--- src/rtl/stream_arb_pkg.sv ---
// rtl/stream_arb_pkg.sv - shared types and constants for the stream round-robin arbiter
//
// Purpose : Holds the arbiter FSM state enum and the per-requester byte width.
// Ports   : none (package)
package stream_arb_pkg;

  localparam int BYTE_W = 8;

  typedef enum logic {
    S_IDLE = 1'b0,
    S_XFER = 1'b1
  } arb_state_t;

endpackage

--- src/rtl/rr_pick.sv ---
// rtl/rr_pick.sv - combinational round-robin next-grant search
//
// Purpose : Finds the first set request bit starting at (last_grant+1) mod
//           G_NUM_PORTS and wrapping upward; last_grant itself is checked last.
// Ports   : req_in        - request vector, one bit per requester
//           last_grant_in - index of the most recent owner
//           next_grant    - index of the winning requester (0 when none)
//           found         - at least one request bit is set
module rr_pick #(
  parameter int G_NUM_PORTS = 4,
  parameter int G_IDX_W     = 2
) (
  input  logic [G_NUM_PORTS-1:0] req_in,
  input  logic [G_IDX_W-1:0]     last_grant_in,
  output logic [G_IDX_W-1:0]     next_grant,
  output logic                   found
);

  logic [G_IDX_W-1:0] idx;

  // Walk the distances from farthest to nearest so the nearest requester
  // (distance 1 from last_grant) is the final, winning assignment.
  always_comb begin
    next_grant = '0;
    found      = 1'b0;
    idx        = '0;
    for (int k = G_NUM_PORTS; k >= 1; k--) begin
      idx = G_IDX_W'((int'(last_grant_in) + k) % G_NUM_PORTS);
      if (req_in[idx]) begin
        next_grant = idx;
        found      = 1'b1;
      end
    end
  end

endmodule

--- src/rtl/stream_rr_arbiter.sv ---
// rtl/stream_rr_arbiter.sv - packet-level round-robin merge of byte streams
//
// Purpose : Merges G_NUM_PORTS byte streams onto one output stream. Ownership is
//           granted per packet in round-robin order with a one-cycle arbitration
//           bubble; a packet longer than G_MAX_LEN beats is cut with a forced
//           tlast and its remainder re-arbitrated as a new packet.
// Macro   : STREAM_ARB_STATS_EN adds per-port completed-packet counters.
// Ports   : clk_in, rst_in        - clock, synchronous active-high reset
//           s_tdata_in            - requester data, port i at [8i+7:8i]
//           s_tvalid_in/s_tlast_in/s_tready_out - per-requester handshake
//           m_tdata_out/m_tvalid_out/m_tlast_out/m_tready_in - merged stream
//           grant_out/grant_vld_out - current owner index and ownership flag
//           stat_trunc_cnt        - saturating count of force-released packets
//           stat_pkt_cnt          - (STREAM_ARB_STATS_EN) per-port packet counts
module stream_rr_arbiter
  import stream_arb_pkg::*;
#(
  parameter int G_NUM_PORTS = 4,
  parameter int G_MAX_LEN   = 256
) (
  input  logic                            clk_in,
  input  logic                            rst_in,
  input  logic [G_NUM_PORTS*BYTE_W-1:0]   s_tdata_in,
  input  logic [G_NUM_PORTS-1:0]          s_tvalid_in,
  input  logic [G_NUM_PORTS-1:0]          s_tlast_in,
  output logic [G_NUM_PORTS-1:0]          s_tready_out,
  output logic [BYTE_W-1:0]               m_tdata_out,
  output logic                            m_tvalid_out,
  output logic                            m_tlast_out,
  input  logic                            m_tready_in,
  output logic [$clog2(G_NUM_PORTS)-1:0]  grant_out,
  output logic                            grant_vld_out,
  output logic [15:0]                     stat_trunc_cnt
`ifdef STREAM_ARB_STATS_EN
  ,
  output logic [G_NUM_PORTS*16-1:0]       stat_pkt_cnt
`endif
);

  localparam int GW = $clog2(G_NUM_PORTS);
  localparam int CW = $clog2(G_MAX_LEN + 1);

  arb_state_t     state;
  logic [GW-1:0]  grant;
  logic [GW-1:0]  last_grant;
  logic [CW-1:0]  beat_cnt;
  logic [15:0]    trunc_cnt;

  logic [GW-1:0]  pick_grant;
  logic           pick_found;

  logic           in_xfer;
  logic           sel_valid;
  logic           sel_last;
  logic           at_max;
  logic           hs;
  logic           release_beat;
  logic           forced;

  rr_pick #(
    .G_NUM_PORTS (G_NUM_PORTS),
    .G_IDX_W     (GW)
  ) u_rr_pick (
    .req_in        (s_tvalid_in),
    .last_grant_in (last_grant),
    .next_grant    (pick_grant),
    .found         (pick_found)
  );

  // Datapath is a pure mux from the owner; m_tvalid_out never looks at m_tready_in.
  assign in_xfer      = (state == S_XFER);
  assign sel_valid    = s_tvalid_in[grant];
  assign sel_last     = s_tlast_in[grant];
  // beat_cnt counts completed beats, so the G_MAX_LEN-th beat sees G_MAX_LEN-1.
  assign at_max       = (beat_cnt == CW'(G_MAX_LEN - 1));
  assign m_tdata_out  = s_tdata_in[grant*BYTE_W +: BYTE_W];
  assign m_tvalid_out = in_xfer & sel_valid;
  assign m_tlast_out  = in_xfer & (sel_last | at_max);
  assign hs           = m_tvalid_out & m_tready_in;
  assign release_beat = sel_last | at_max;
  assign forced       = at_max & ~sel_last;

  assign grant_out      = grant;
  assign grant_vld_out  = in_xfer;
  assign stat_trunc_cnt = trunc_cnt;

  always_comb begin
    s_tready_out = '0;
    if (in_xfer) begin
      s_tready_out[grant] = m_tready_in;
    end
  end

  always_ff @(posedge clk_in) begin
    if (rst_in) begin
      state      <= S_IDLE;
      grant      <= '0;
      last_grant <= GW'(G_NUM_PORTS - 1);
      beat_cnt   <= '0;
      trunc_cnt  <= '0;
    end else begin
      case (state)
        S_IDLE: begin
          if (pick_found) begin
            grant    <= pick_grant;
            beat_cnt <= '0;
            state    <= S_XFER;
          end
        end
        S_XFER: begin
          if (hs) begin
            if (release_beat) begin
              last_grant <= grant;
              state      <= S_IDLE;
              if (forced && (trunc_cnt != 16'hFFFF)) begin
                trunc_cnt <= trunc_cnt + 16'd1;
              end
            end else begin
              beat_cnt <= beat_cnt + CW'(1);
            end
          end
        end
        default: state <= S_IDLE;
      endcase
    end
  end

`ifdef STREAM_ARB_STATS_EN
  logic [15:0] pkt_cnt [G_NUM_PORTS];

  always_ff @(posedge clk_in) begin
    if (rst_in) begin
      for (int i = 0; i < G_NUM_PORTS; i++) begin
        pkt_cnt[i] <= '0;
      end
    end else if (hs && release_beat && (pkt_cnt[grant] != 16'hFFFF)) begin
      pkt_cnt[grant] <= pkt_cnt[grant] + 16'd1;
    end
  end

  always_comb begin
    stat_pkt_cnt = '0;
    for (int i = 0; i < G_NUM_PORTS; i++) begin
      stat_pkt_cnt[i*16 +: 16] = pkt_cnt[i];
    end
  end
`endif

endmodule

--- config.mk ---
export PLATFORM = sky130hd
export DESIGN_NAME = stream_rr_arbiter
export DESIGN_NICKNAME = d
export VERILOG_FILES = /design/src/rtl/stream_arb_pkg.sv /design/src/rtl/rr_pick.sv /design/src/rtl/stream_rr_arbiter.sv
export SDC_FILE = /design/constraint.sdc
export NUM_CORES = 1
export LEC_CHECK = 0
export CAP_MARGIN = 10
export CORE_MARGIN = 5
export CORE_UTILIZATION = 43
export CTS_CLUSTER_DIAMETER = 40
export DETAILED_ROUTE_END_ITERATION = 10
export PLACE_DENSITY = 0.86
export SLEW_MARGIN = 20
export SYNTH_ARGS = -nofsm -noshare
export SYNTH_HDL_FRONTEND = slang
export SYNTH_HIERARCHICAL = 1
export SYNTH_SLANG_ARGS = --single-unit
--- constraint.sdc ---
create_clock -name clk_in -period 3.3 [get_ports clk_in]
set_input_delay 0.99 -clock clk_in [delete_from_list [all_inputs] [get_ports clk_in]]
set_output_delay 0.99 -clock clk_in [all_outputs]
set_load 0.005 [all_outputs]
# ---- Word-level counts from Yosys, hierarchy flattened
# Cells that the tools add are included.
dict set report totals {
  latchBits 0
  ram_bits 0
  register_bits 30
  word_cells 68
  rom_bits 0
  n_memories 0
  inputBits 43
}
dict set report classes {
  n_mux 31
  n_addsub 6
  div 0
  reduce_logical 6
  n_eq_ne 5
  magnitude_cmp 6
  n_mul 0
  bitwise_logic 8
  n_shift 1
}
# op n
set op_table {}
lappend op_table {{32-bit by 6-bit indexed part select with 8-bit output} 1}
lappend op_table {{9-bit 2-to-1 mux} 3}
lappend op_table {{9-bit case mux with 2 select lines} 1}
lappend op_table {{16-bit by 1-bit adder with 16-bit output, second input constant} 1}
lappend op_table {{16-bit != test, second input constant} 1}
lappend op_table {{2-bit by 3-bit less-than comparator with 1-bit output, second input constant} 5}
lappend op_table {{1-bit 2-to-1 mux} 14}
lappend op_table {{1-bit binary-select mux with 2-bit select} 6}
lappend op_table {{9-bit by 1-bit adder with 9-bit output, second input constant} 1}
lappend op_table {{9-bit by 8-bit equality test with 1-bit output, second input constant} 1}
lappend op_table {{2-bit 2-to-1 mux} 4}
lappend op_table {{3-bit AND reduction} 2}
lappend op_table {{2-bit by 1-bit adder with 2-bit output, second input constant} 2}
lappend op_table {{2-bit adder, second input constant} 2}
lappend op_table {{1-bit AND} 4}
lappend op_table {{4-bit AND} 1}
lappend op_table {{4-bit 2-to-1 mux} 1}
lappend op_table {{2-bit != test, second input constant} 2}
lappend op_table {{4-bit AND reduction} 1}
lappend op_table {{1-bit demux with 2-bit select} 1}
lappend op_table {{2-bit by 1-bit >= comparator with 1-bit output, second input constant} 1}
lappend op_table {{1-bit logical AND} 2}
lappend op_table {{2-bit by 1-bit != test with 1-bit output, second input constant} 1}
lappend op_table {{1-bit inverter} 2}
lappend op_table {{other kinds (3)} 3}

# ---- Longest topological paths before layout
dict set report depth {
  ltp_word 9
  ltp_mapped 11
}

# ---- By module
# Netlist, hierarchy kept.
# module n_inst cells_per_inst area_each_um2
set by_module_without_submodules {}
lappend by_module_without_submodules {stream_rr_arbiter 1 198 1788.0}
lappend by_module_without_submodules {rr_pick 1 14 91.3}

# ---- Worst setup path after synthesis
# OpenSTA, ideal clock, no wires.
dict set report synth_path {
  kind {flip-flop to output port}
  startpoint {reg beat_cnt[0]}
  endpoint {out m_tlast_out}
  required_ns 2.310
  t_arrival_ns 2.044
  path_stages_with_launch 9
  path_slack_ns 0.266
  path_cell_list {dfxtp_1 ha_1 and3_1 and3_1 and3_1 ha_1 or2_2 o22ai_1 nor2_1}
}
dict set report synth_via {
  elab_chain_len 3
}
# item line
set synth_lines {}
lappend synth_lines {{from (decl)} stream_rr_arbiter.sv:46} ;# logic [CW-1:0] beat_cnt;
lappend synth_lines {{from (signal assigned)} stream_rr_arbiter.sv:119} ;# beat_cnt <= beat_cnt + CW'(1);
lappend synth_lines {{9-bit by 8-bit equality test with 1-bit output} stream_rr_arbiter.sv:75} ;# assign at_max = (beat_cnt == CW'(G_MAX_LEN - 1));
lappend synth_lines {{1-bit OR} stream_rr_arbiter.sv:78} ;# assign m_tlast_out = in_xfer & (sel_last | at_max);
lappend synth_lines {{1-bit AND} stream_rr_arbiter.sv:78}
lappend synth_lines {{to (decl)} stream_rr_arbiter.sv:29} ;# output logic m_tlast_out,
# Every way passes these cells.

# ---- Worst setup path in the final report
dict set report layout_path {
  startpoint {in s_tvalid_in[1]}
  endpoint {out m_tvalid_out}
}
dict set report layout_via {
  elab_chain_len 3
}
# item line
set layout_lines {}
lappend layout_lines {{from (decl)} stream_rr_arbiter.sv:24} ;# input logic [G_NUM_PORTS-1:0] s_tvalid_in,
lappend layout_lines {{1-bit binary-select mux with 2-bit select} stream_rr_arbiter.sv:72} ;# assign sel_valid = s_tvalid_in[grant];
lappend layout_lines {{1-bit 2-to-1 mux (implied by the code)} stream_rr_arbiter.sv:72}
lappend layout_lines {{1-bit AND} stream_rr_arbiter.sv:77} ;# assign m_tvalid_out = in_xfer & sel_valid;
lappend layout_lines {{to (decl)} stream_rr_arbiter.sv:28} ;# output logic m_tvalid_out,
# Every way passes these cells. The select of a mux whose other input is x is not followed.

==> flow_metrics.tcl <==
set metrics [dict create \
    design.core.area_sq_mm 0.00429 \
    clock-sinks 30 \
    synthFlopType "dfxtp_1" \
    synth-simple-area-share_pct 29.6 \
    grt_usage_pct 18.8 \
    antenna_cells 0 \
    power_leakage_nw 1.15 \
    synth.mux.area_fraction_pct 16.7 \
    port_buffers 75 \
    cts_buffer_depth 2 \
    antenna_found_initial 0 \
    syn_inst 212 \
    endpoint_kind "output port" \
    grt_pass1_wl_mm 9.19 \
    syn_area_sq_mm 0.00188 \
    fin_util_pct 68.6 \
    synth_xor_area_share_pct 3.26 \
    dpl_cell_area_sq_mm 0.00279 \
    dieArea_sq_mm 0.00579 \
    rows 24 \
    fmax_ghz 0.309 \
    whs_endpoint "beat_cnt[8]" \
    fin_nets 349 \
    synth_top_area_share_pct 32.0 \
    cts_root_buf "clkbuf_8" \
    critPathKind "primary input to output port" \
    layoutNonFillerInstCount 354 \
    dpl.cell_count 348 \
    synth_fa_ha_area_share_pct 2.00 \
    synth_top_family_by_area "simple AND/OR/NAND/NOR gates" \
    syn2layout_area_growth_pct 56.7 \
    powerDensity_mw_per_mm2 292 \
    synth_top_cell_by_area "dfxtp_1" \
    crit_arrival_ns 2.25 \
    synth_edf_count 0 \
    dp_hpwl_mm 4.36 \
    synth_nets 258 \
    slowest_stage "mux4_2" \
    worstSetupStartpointType "primary input" \
    n_fill_cell 355 \
    r2r_cells 10 \
    die_w_um 76.1 \
    hold_path.class "flip-flop to flip-flop" \
    routedWlPerCell_um 15.8 \
    cts_max_level 2 \
    rsz0062_at_grt "false" \
    clock_latency_ns 0.28 \
    cap_viol_max_count 0 \
    crit_chain "clkdlybuf4s50_1, mux4_2, and2_4, clkdlybuf4s15_1" \
    period_minus_slack_ns 3.24 \
    drive_gt1_share_pct 18.2 \
    worstReg2RegStart "beat_cnt[0]" \
    holdPathStages 2 \
    path_max_fanout 2 \
    ioPinCount 76 \
    clkTransAtPathRegs_ns 0.06 \
    vias 2033 \
    finalCritPeriodShare_pct 98.1 \
    synth_area_leaders "dfxtp_1, mux4_2, a21oi_1" \
    post_drt_via_cell_ratio 5.74 \
    grt_pass1_vias 2004 \
    postLayoutCellArea_sq_mm 0.00294 \
    synth_compound_area_share_pct 12.9 \
    gp_congestion 0.835 \
    ys_seq_area_share_pct 32.0 \
    critPathMaxStageDelay_ns 0.47 \
    numCtsBuffers 5 \
    grt_max_degree 20 \
    cts_tree "yes" \
    overflow 0 \
    worst_slew_pin_slew_ns 0.802 \
    drc 0 \
    start_util_pct 43.8 \
    postSynthAreaPerCell_sq_um 8.86 \
    ant_nets 0 \
    ys_ff_latch 30 \
    hold_path.startpoint "beat_cnt[8]" \
    finClkSkew_ns 0.00515 \
    setup_violations 0 \
    final_max_slew_viol_count 0 \
    async_flop_share_pct 0 \
    vdd.ir_drop.worst_v 0.000142 \
    ctsHoldBuffers 0 \
    synth_warnings 6 \
    status "completed" \
    required_ns 2.31 \
    timing.rr.end "stat_trunc_cnt[15]" \
    hold_viol_final 0 \
    firstDrtPassIters 5 \
    slew_headroom_pct 45.8 \
    r2r_slack_ns 0.52 \
    drt_wl_total_mm 5.58 \
    first_iter_violations 81 \
    whs_ns 0.485 \
    tns_ns 0 \
    die-height_um 76.1 \
    synth_cell_type_count 45 \
]
sequential cells by signal, indices dropped and copies added, names as in the netlist:
register / count
beat_cnt: 9
grant_out: 2
stat_trunc_cnt: 16
last_grant: 2
grant_vld_out: 1
worst max path at each step:
stage | to | start | slack, ns
6_report | m_tvalid_out | s_tvalid_in[1] | 0.06
5_1_grt | m_tlast_out | beat_cnt[0] | 0.009
4_1_cts | m_tvalid_out | s_tvalid_in[2] | 0.0004
3_5_place_dp | m_tvalid_out | s_tvalid_in[1] | -0.23
3_3_place_gp | m_tvalid_out | s_tvalid_in[1] | -0.22
2_1_floorplan | m_tlast_out | beat_cnt[0] | 0.27
layout by cell type (no fill, tap or decap), types with 7 or more instances in the layout:
master and count:
a21oi_1 16, a31oi_1 7, and3_1 8, buf_4 20, clkdlybuf4s50_1 58, dfxtp_1 30, dlygate4sd2_1 10, mux4_2 9
nand2_1 9, nand3_1 11, nor2_1 21, o21ai_0 8
synthesized netlist by cell type (all sizes together), types with 5 or more instances:
cell type,count
o21ai,8
a31oi,7
or3,5
nand2,9
a21oi,17
nand4,6
nand2b,6
nor2,21
buf,6
xnor2,6
nand3,11
mux2,5
dfxtp,30
mux4,9
and3,10
clkbuf,5
timing repair:
item                                    4_1_cts  5_1_grt
pin swaps                                     1        1
setup buffers                                 0        0
gates resized for setup                      16       16
endpoints found under the setup margin       10        6
power by group:
group	switching, mW	total, mW	internal [mW]
clock	0.127	0.287	0.160
sequential	0.0110	0.378	0.367
combinational	0.0719	0.195	0.123
total	0.209	0.860	0.651
critical path: cells and delay by family:
family / cells / cell delay [ns]
AND/OR/NAND/NOR: 1 / 0.17
multiplexers: 1 / 0.47
buffers and inverters: 2 / 0.62
per-stage QoR:
| step | total power [mW] | setup slack, ns |
|---|---|---|
| 2_1_floorplan | 0.463 | 0.266 |
| 3_3_place_gp | 0.578 | -0.224 |
| 3_5_place_dp | 0.584 | -0.233 |
| 4_1_cts | 0.868 | 0.000402 |
| 5_1_grt | 0.905 | 0.00859 |
| 6_report | 0.860 | 0.0642 |
metal layers:
metal / up-vias / global-route usage [%] / share of wire [%]
li1: 978 / - / -
met1: 970 / 21.8 / 39
met2: 78 / 32.4 / 53
met3: 7 / 5.91 / 7.5
met4: 0 / 6.29 / 1.3
met5: - / 0 / 0
kinds of logic after synthesis:
kind of cell	after synthesis
multiplexers	18
AO/OA/AOI/OAI	40
flip-flops	30
adder cells (fa/ha/maj)	3
AND/OR/NAND/NOR	99
buffers and inverters	15
XOR/XNOR	7
layout make-up:
class                           instances  area [sq um]  area share, %
Sequential cell                        30           601           20.4
Inverter                                4          15.0          0.510
Clock buffer                            6          82.6           2.80
Multi-Input combinational cell        167          1280           43.4
Tap cell                               52          65.1           2.21
Timing Repair Buffer                   95           903           30.7
Power figures use the tool's default switching activity.
